$ cat src/rtl/fifo_wr_arbiter.sv
// Round-robin write-port arbiter in front of the 64-bit FIFO write port.
// Optional FIFO_WR_ARB_CNT_EN adds a saturating 32-bit write counter.
module fifo_wr_arbiter #(
  parameter int N_REQ     = 4,
  parameter int DATA_W    = 64,
  parameter int MAX_BURST = 4
) (
  input  logic                      clk,
  input  logic                      reset_ni,
  input  logic [N_REQ-1:0]          req_valid_i,
  input  logic [N_REQ*DATA_W-1:0]   req_data_i,
  output logic [N_REQ-1:0]          req_ready_o,
  input  logic                      wr_rst_busy_i,
  input  logic                      full_i,
  output logic [DATA_W-1:0]         din_o,
  output logic                      wr_en_o,
  output logic [N_REQ-1:0]          grant_o,
  output logic                      busy_o,
  output logic                      drop_o
`ifdef FIFO_WR_ARB_CNT_EN
  ,
  output logic [31:0]               wr_count_o
`endif
);

  localparam int IW = $clog2(N_REQ);
  localparam int CW = $clog2(MAX_BURST + 1);

  typedef enum logic [1:0] {
    RST_WAIT,
    IDLE,
    GRANT
  } state_t;

  state_t            r_state;
  state_t            w_state_nxt;
  logic [IW-1:0]     r_owner;
  logic [IW-1:0]     w_owner_nxt;
  logic [IW-1:0]     r_last;
  logic [IW-1:0]     w_last_nxt;
  logic [IW-1:0]     w_pick;
  logic              w_any;
  logic [CW-1:0]     r_cnt;
  logic [CW-1:0]     w_cnt_nxt;
  logic [N_REQ-1:0]  r_grant;
  logic [N_REQ-1:0]  w_grant_nxt;
  logic [N_REQ-1:0]  w_ready;
  logic              w_beat;
  logic              w_own_valid;
  logic [DATA_W-1:0] w_data;
  logic              r_pend;
  logic [DATA_W-1:0] r_din;

  assign w_ready = r_grant
                 & {N_REQ{(r_state == GRANT)
                          & !full_i
                          & !wr_rst_busy_i}};
  assign w_beat      = |(req_valid_i & w_ready);
  assign w_own_valid = |(req_valid_i & r_grant);

  always_comb begin
    w_data = '0;
    for (int k = 0; k < N_REQ; k++) begin
      if (r_grant[k]) w_data = req_data_i[k*DATA_W +: DATA_W];
    end
  end

  // Scan from farthest to nearest so the first valid after r_last wins.
  always_comb begin
    w_pick = r_last;
    w_any  = 1'b0;
    for (int i = N_REQ; i >= 1; i--) begin
      if (req_valid_i[(int'(r_last) + i) % N_REQ]) begin
        w_pick = IW'((int'(r_last) + i) % N_REQ);
        w_any  = 1'b1;
      end
    end
  end

  always_comb begin
    w_state_nxt = r_state;
    w_owner_nxt = r_owner;
    w_last_nxt  = r_last;
    w_cnt_nxt   = r_cnt;
    w_grant_nxt = r_grant;
    if (wr_rst_busy_i) begin
      w_state_nxt = RST_WAIT;
      w_grant_nxt = '0;
      w_cnt_nxt   = '0;
    end else begin
      unique case (r_state)
        RST_WAIT: w_state_nxt = IDLE;
        IDLE: begin
          if (w_any) begin
            w_state_nxt = GRANT;
            w_owner_nxt = w_pick;
            w_grant_nxt = N_REQ'(1) << w_pick;
            w_cnt_nxt   = '0;
          end
        end
        GRANT: begin
          if (w_beat) begin
            w_cnt_nxt = CW'(r_cnt + 1'b1);
            if (w_cnt_nxt == CW'(MAX_BURST)) begin
              w_state_nxt = IDLE;
              w_last_nxt  = r_owner;
              w_grant_nxt = '0;
            end
          end else if (!w_own_valid) begin
            w_state_nxt = IDLE;
            w_last_nxt  = r_owner;
            w_grant_nxt = '0;
          end
        end
        default: w_state_nxt = RST_WAIT;
      endcase
    end
  end

  always_ff @(posedge clk or negedge reset_ni) begin
    if (!reset_ni) begin
      r_state <= RST_WAIT;
      r_owner <= '0;
      r_last  <= IW'(N_REQ - 1);
      r_cnt   <= '0;
      r_grant <= '0;
      r_pend  <= 1'b0;
      r_din   <= '0;
    end else begin
      r_state <= w_state_nxt;
      r_owner <= w_owner_nxt;
      r_last  <= w_last_nxt;
      r_cnt   <= w_cnt_nxt;
      r_grant <= w_grant_nxt;
      r_pend  <= w_beat;
      if (w_beat) r_din <= w_data;
    end
  end

  assign req_ready_o = w_ready;
  assign grant_o     = r_grant;
  assign busy_o      = (r_state == RST_WAIT);
  assign din_o       = r_din;
  assign wr_en_o     = r_pend & !wr_rst_busy_i;
  assign drop_o      = r_pend & wr_rst_busy_i;

`ifdef FIFO_WR_ARB_CNT_EN
  logic [31:0] r_wr_count;

  always_ff @(posedge clk or negedge reset_ni) begin
    if (!reset_ni) begin
      r_wr_count <= '0;
    end else if (wr_en_o && (r_wr_count != 32'hFFFF_FFFF)) begin
      r_wr_count <= r_wr_count + 32'd1;
    end
  end

  assign wr_count_o = r_wr_count;
`endif

endmodule

$ cat config.mk
export PLATFORM = sky130hd
export DESIGN_NAME = fifo_wr_arbiter
export DESIGN_NICKNAME = d
export VERILOG_FILES = /design/src/rtl/fifo_wr_arbiter.sv
export SDC_FILE = /design/constraint.sdc
export NUM_CORES = 1
export LEC_CHECK = 0
export CORE_MARGIN = 3
export CORE_UTILIZATION = 25
export DETAILED_ROUTE_END_ITERATION = 8
export GPL_TIMING_DRIVEN = 0
export RECOVER_POWER = 50
export SYNTH_ARGS = -nofsm -noshare
export SYNTH_HDL_FRONTEND = slang
export SYNTH_SLANG_ARGS = --single-unit
export TNS_END_PERCENT = 10
$ cat constraint.sdc
create_clock -name clk -period 2.3 [get_ports clk]
set_clock_uncertainty 0.1 [all_clocks]
set_input_delay 0.46 -clock clk [delete_from_list [all_inputs] [get_ports clk]]
set_output_delay 0.46 -clock clk [all_outputs]
set_load 0.005 [all_outputs]
Word-level counts from Yosys, hierarchy flattened
Index checks and enable logic that the tools add are counted.
{"block": "classes", "n_addsub": 5, "n_lt_le_gt_ge": 4, "n_eq_ne": 9, "shift": 1, "muxes": 43, "bitwise_logic": 12, "n_reduce_logical": 15}
{"operator": "$mux 64", "n": 4}
{"operator": "$mux 2", "n": 12}
{"operator": "$mux 4", "n": 5}
{"operator": "$lt 3x4->1 const B", "n": 4}
{"operator": "$and 4x4->4", "n": 3}
{"operator": "$mux 1", "n": 12}
{"operator": "$mux 3", "n": 3}
{"operator": "$reduce_and 3->1", "n": 3}
{"operator": "$bmux 1 s2", "n": 4}
{"operator": "$pmux 4 s2", "n": 1}
{"operator": "$reduce_and 4->1", "n": 2}
{"operator": "$reduce_or 2->1", "n": 4}
{"operator": "$reduce_or 4->1", "n": 2}
{"operator": "$ne 3x3->1 const B", "n": 2}
{"operator": "$pmux 2 s3", "n": 1}
{"operator": "$pmux 3 s2", "n": 1}
{"operator": "$add 2x1->2 const B", "n": 2}
{"operator": "$add 2x2->2 const B", "n": 2}
{"operator": "$and 1x1->1", "n": 4}
{"operator": "$and 1x1->1 const A", "n": 4}
{"operator": "$ne 4x3->1 const B", "n": 1}
{"operator": "$ne 4x4->1 const B", "n": 1}
{"operator": "$shl 1x2->4 const A", "n": 1}
{"operator": "$add 3x1->3 const B", "n": 1}
{"operator": "9 further kinds", "n": 10}
{"block": "word_totals", "register_bits": 78, "inputBits": 264, "output_inout_bits": 75, "wordCells": 96}

Depth between registers and ports, before layout
{"block": "depth", "ltp_word": 14, "ltp_mapped": 7, "ltp_nobuf": 5}

Worst setup path after synthesis
No wires, ideal clock.
{"block": "synth_timing", "kind": "register to output", "startpoint": "register r_grant[3] (netlist: grant_o[3])", "endpoint": "output port req_ready_o[3]", "arrival_time_ps": 1218, "t_required_ps": 1740, "setup_slack_ps": 522, "stages_incl_launch_ff": 5, "n_path_buf": 3, "cell_sequence": "dfrtp_1 > clkbuf_1 > clkbuf_1 > clkbuf_1 > and2_1"}
{"block": "synth_via", "elab_chain_len": 1}
{"item": "from (decl)", "line_no": "45", "source": "logic [N_REQ-1:0] r_grant;"}
{"item": "from (signal assigned)", "line_no": "134", "source": "r_grant <= w_grant_nxt;"}
{"item": "$and 4x4->4", "line_no": "55", "source": "& {N_REQ{(r_state == GRANT)"}
{"item": "to (decl)", "line_no": "12", "source": "output logic [N_REQ-1:0] req_ready_o,"}
Every way passes these cells.

Final worst setup path
{"block": "layout_timing", "startpoint": "register r_state[1]", "endpoint": "output port req_ready_o[1]"}
{"block": "layout_via", "elab_chain_len": 4}
{"item": "from (decl)", "line_no": "35", "source": "state_t r_state;"}
{"item": "from (signal assigned)", "line_no": "130", "source": "r_state <= w_state_nxt;"}
{"item": "$eq 2x2->1", "line_no": "55"}
{"item": "$and 1x1->1", "line_no": "56", "source": "& !full_i"}
{"item": "$and 1x1->1", "line_no": "57", "source": "& !wr_rst_busy_i}};"}
{"item": "$and 4x4->4", "line_no": "55"}
Every way passes these cells.

==> Implementation_results.wiki <==
{| class="wikitable"
! Metric !! Value
|-
| Top cells by area in the synthesized netlist || dfrtp_1, a21oi_1, a221o_1, a22oi_1, inv_1
|-
| Clock sink total || 78
|-
| Vias in the first global route || 6228
|-
| Final setup slack of the worst path || -0.0942 ns
|-
| Setup total negative slack || -0.0942 ns
|-
| Gr usage total || 21.6%
|-
| Minimum setup slack among reg-to-reg paths || 0.19 ns
|-
| Cell at the root of the clock tree || clkbuf_16
|-
| PD cells || 727 nW/µm²
|-
| Clk Latency, worst-skew pair || 0.34 ns
|-
| DIE WIDTH || 147 µm
|-
| Final slew viol count || 0
|-
| Net total in the final layout || 1204
|-
| Share of layout cells above drive strength 1 || 6.15%
|-
| Final count of negative-setup-slack endpoints || 1
|-
| Switch Pwr || 0.00210 W
|-
| Maximum vdd ir drop || 0.000324 V
|-
| Worst R2R Path Depth || 7
|-
| Vertical die dimension || 147 µm
|-
| Power share of the combinational group || 43.8%
|-
| Cell leakage power || 3.93 nW
|-
| Routed wire length per instance || 20.1 µm
|-
| CTS tree || yes
|-
| Synthesized cell area || 4990 µm²
|-
| Slew at the pin with the worst max-slew slack || 0.764 ns
|-
| Arrival time of data at the critical path endpoint || 1.83 ns
|-
| Proportion of netlist area held by the largest area contributor || 38.1%
|-
| Type of element launching the critical path || flip-flop
|-
| Drt via density || 4.99
|-
| Final count of hold timing violations || 0
|-
| Warnings from Yosys || 0
|-
| Maximum clock path buffer count || 2
|-
| Final critical-path share of the clock period || 104%
|-
| Final weighted congestion of routability-driven global placement || 0.887
|-
| Count of nets left with antenna violations after detail routing || 0
|-
| IO buf count || 337
|-
| Mapped Cells || 591
|-
| Highest achievable clock rate || 418 MHz
|-
| Internal power || 0.00452 W
|-
| Worst min-delay path class || in2reg
|-
| Flip-flop and latch count after synthesis || 78
|-
| Total power draw || 0.00662 W
|-
| Syn Area/Cell || 8.45 µm²
|-
| Worst Hold Depth || 2
|-
| Reg power frac || 30.1%
|-
| Pre-Repair DR Iteration Count || 5
|-
| Total Wirelength || 24400 µm
|-
| Cell taking the most area after synthesis || dfrtp_1
|-
| Type of element capturing the critical path || primary output
|-
| Largest net degree at the start of global routing || 54
|-
| IO Pins || 339
|-
| Final-layout fill cell count || 1976
|-
| Total number of vias || 6035
|-
| DP Wirelength || 19100 µm
|-
| Post-Synthesis Net Count || 857
|-
| Area growth from synthesis to layout || 82.4%
|-
| Startpoint of the lowest-slack register-to-register path || grant_o[1]
|-
| Fraction of power consumed by the clock network || 26.2%
|-
| Post-route DRC violation count || 0
|-
| Area of the die || 21700 µm²
|-
| Slew Limit Headroom || 49.1%
|-
| Final non-filler cell area || 9100 µm²
|-
| Gr ovfl total || 0
|-
| Fraction of synthesis flops using an asynchronous set or reset pin || 100%
|-
| Starting utilization of the core area || 25.6%
|-
| Total CTS buffers || 9
|-
| Area of the core || 19500 µm²
|-
| Clock transition at the registers of the reported paths || 0.06 ns
|-
| Data required time at the worst endpoint || 1.74 ns
|-
| RSZ-0062 raised after global routing || true
|-
| Register area share after synthesis || 39.1%
|-
| Final critical-path required period || 2.39 ns
|-
| Number of library cell types mapped by synthesis || 43
|-
| Worst Setup SP || r_state[1]
|-
| # rows || 51
|-
| Wire length of the first global-routing pass || 36400 µm
|-
| Max-cap viol count || 0
|-
| Largest fanout on the critical path || 10
|-
| HP Start || wr_rst_busy_i
|-
| Final design utilization || 46.6%
|-
| Status || finished with violations
|-
| Antenna violations before repair || 2
|-
| Reg-to-reg critical path endpoint || din_o[21]
|-
| Worst Setup Path Type || reg2out
|-
| Cell area reported after detailed placement || 8720 µm²
|-
| Sw Share || 31.7%
|-
| Most used flip-flop cell after synthesis || dfrtp_1
|-
| DRC violation total after the first TritonRoute iteration || 340
|-
| Number of H-tree levels || 3
|-
| Number of synthesized flops with an enable pin || 0
|-
| Worst min-delay path endpoint || r_cnt[1]
|-
| Violated checks || setup timing
|}
## layer usage
metal | track usage, % | up-vias | share of wire [%]
li1 | - | 2871 | -
met1 | 27.4 | 2894 | 42
met2 | 36.7 | 242 | 49
met3 | 5.43 | 28 | 6.8
met4 | 6.34 | 0 | 1.8
met5 | 0 | - | 0
## how the worst max path moves through the flow
stage	slack (ns)	cells after the start	to
global route	-0.16	4	req_ready_o[1]
floorplan	0.52	4	req_ready_o[3]
finish	-0.09	4	req_ready_o[1]
detailed placement	-0.60	5	req_ready_o[3]
CTS	-0.14	3	req_ready_o[3]
global placement	-2.42	1	r_cnt[1]
## kinds of logic after synthesis
family                   share of synthesized area, %
AND/OR/NAND/NOR                                  8.77
AO/OA/AOI/OAI                                    39.1
multiplexers                                    0.877
adder cells (fa/ha/maj)                         0.501
buffers and inverters                            11.4
XOR/XNOR                                        0.175
flip-flops                                       39.1
## cells in the mapped netlist, drive strengths merged, types with 2 or more instances
library cell / instances
dfrtp: 76
a41o: 2
ha: 2
nand2: 6
a21oi: 134
a32o: 2
and2: 5
dfstp: 2
mux2: 3
buf: 26
nor3: 3
nor2: 67
nand2b: 2
a22oi: 64
nor4: 2
o21ai: 3
a22o: 2
nor2b: 3
clkbuf: 36
inv: 71
a221o: 62
o2bb2ai: 2
## area by class of cell
| class | instances | area, µm² | area share [%] |
|---|---|---|---|
| timing repair buffer | 340 | 3390 | 37.3 |
| multi-input combinational | 380 | 2470 | 27.1 |
| sequential | 78 | 1960 | 21.5 |
| tap | 265 | 332 | 3.64 |
| buffer | 58 | 320 | 3.52 |
| clock buffer | 13 | 270 | 2.97 |
| inverter | 71 | 267 | 2.93 |
| clock inverter | 3 | 90.1 | 0.990 |
| antenna | 2 | 5.00 | 0.0550 |
## through the flow
stage	hold WS, ns	instances	setup WS (ns)
final	0.290	1210	-0.0942
after global routing	0.294	1210	-0.164
after detailed placement	0.309	1194	-0.602
after global placement	0.367	1193	-2.42
after floorplan	0.0644	591	0.522
after CTS	0.282	1207	-0.139
## state kept, by name, summed over array words and instances (netlist names)
signal and count:
din_o 64, grant_o 4, r_cnt 3, r_last 2, r_owner 2, r_pend 1
r_state 2
## power groups by stage
stage | clock [W] | sequential (W) | combinational (W)
3_5_place_dp | 0 | 0.00202 | 0.00297
3_3_place_gp | 0 | 0.00201 | 0.00296
4_1_cts | 0.00179 | 0.00200 | 0.00299
2_1_floorplan | 0 | 0.00202 | 0.00126
6_report | 0.00173 | 0.00199 | 0.00290
5_1_grt | 0.00184 | 0.00204 | 0.00316
## cell usage in the layout (no fill, tap or decap), types with 3 or more instances in the layout
cell             count
nand2_1              6
o21ai_0              3
a22oi_1             64
clkbuf_16            9
clkbuf_1            31
buf_6                7
clkdlybuf4s50_1    297
dlygate4sd3_1       36
a21oi_1            134
dfrtp_1             74
nor2b_1              3
bufinv_16            3
nor2_1              67
clkbuf_8             5
buf_4                4
nor3_1               3
a221o_1             62
buf_2               14
inv_1               70
and2_1               5
## worst max-delay path, cell delays in order, from the launching register on
cell	delay (ns)
dfrtp_1	0.34
buf_6	0.14
nor4b_4	0.33
and2_1	0.19
clkdlybuf4s50_1	0.50
## what timing repair did
action | CTS | global route
hold buffers | 1 | 0
setup buffers | 0 | 1
resized for setup | 15 | 4
hold endpoints to repair | 25 | 0
pin swaps | 1 | 2
setup endpoints to repair | 5 | 4
Note: power is estimated with default switching activity, not from simulation.
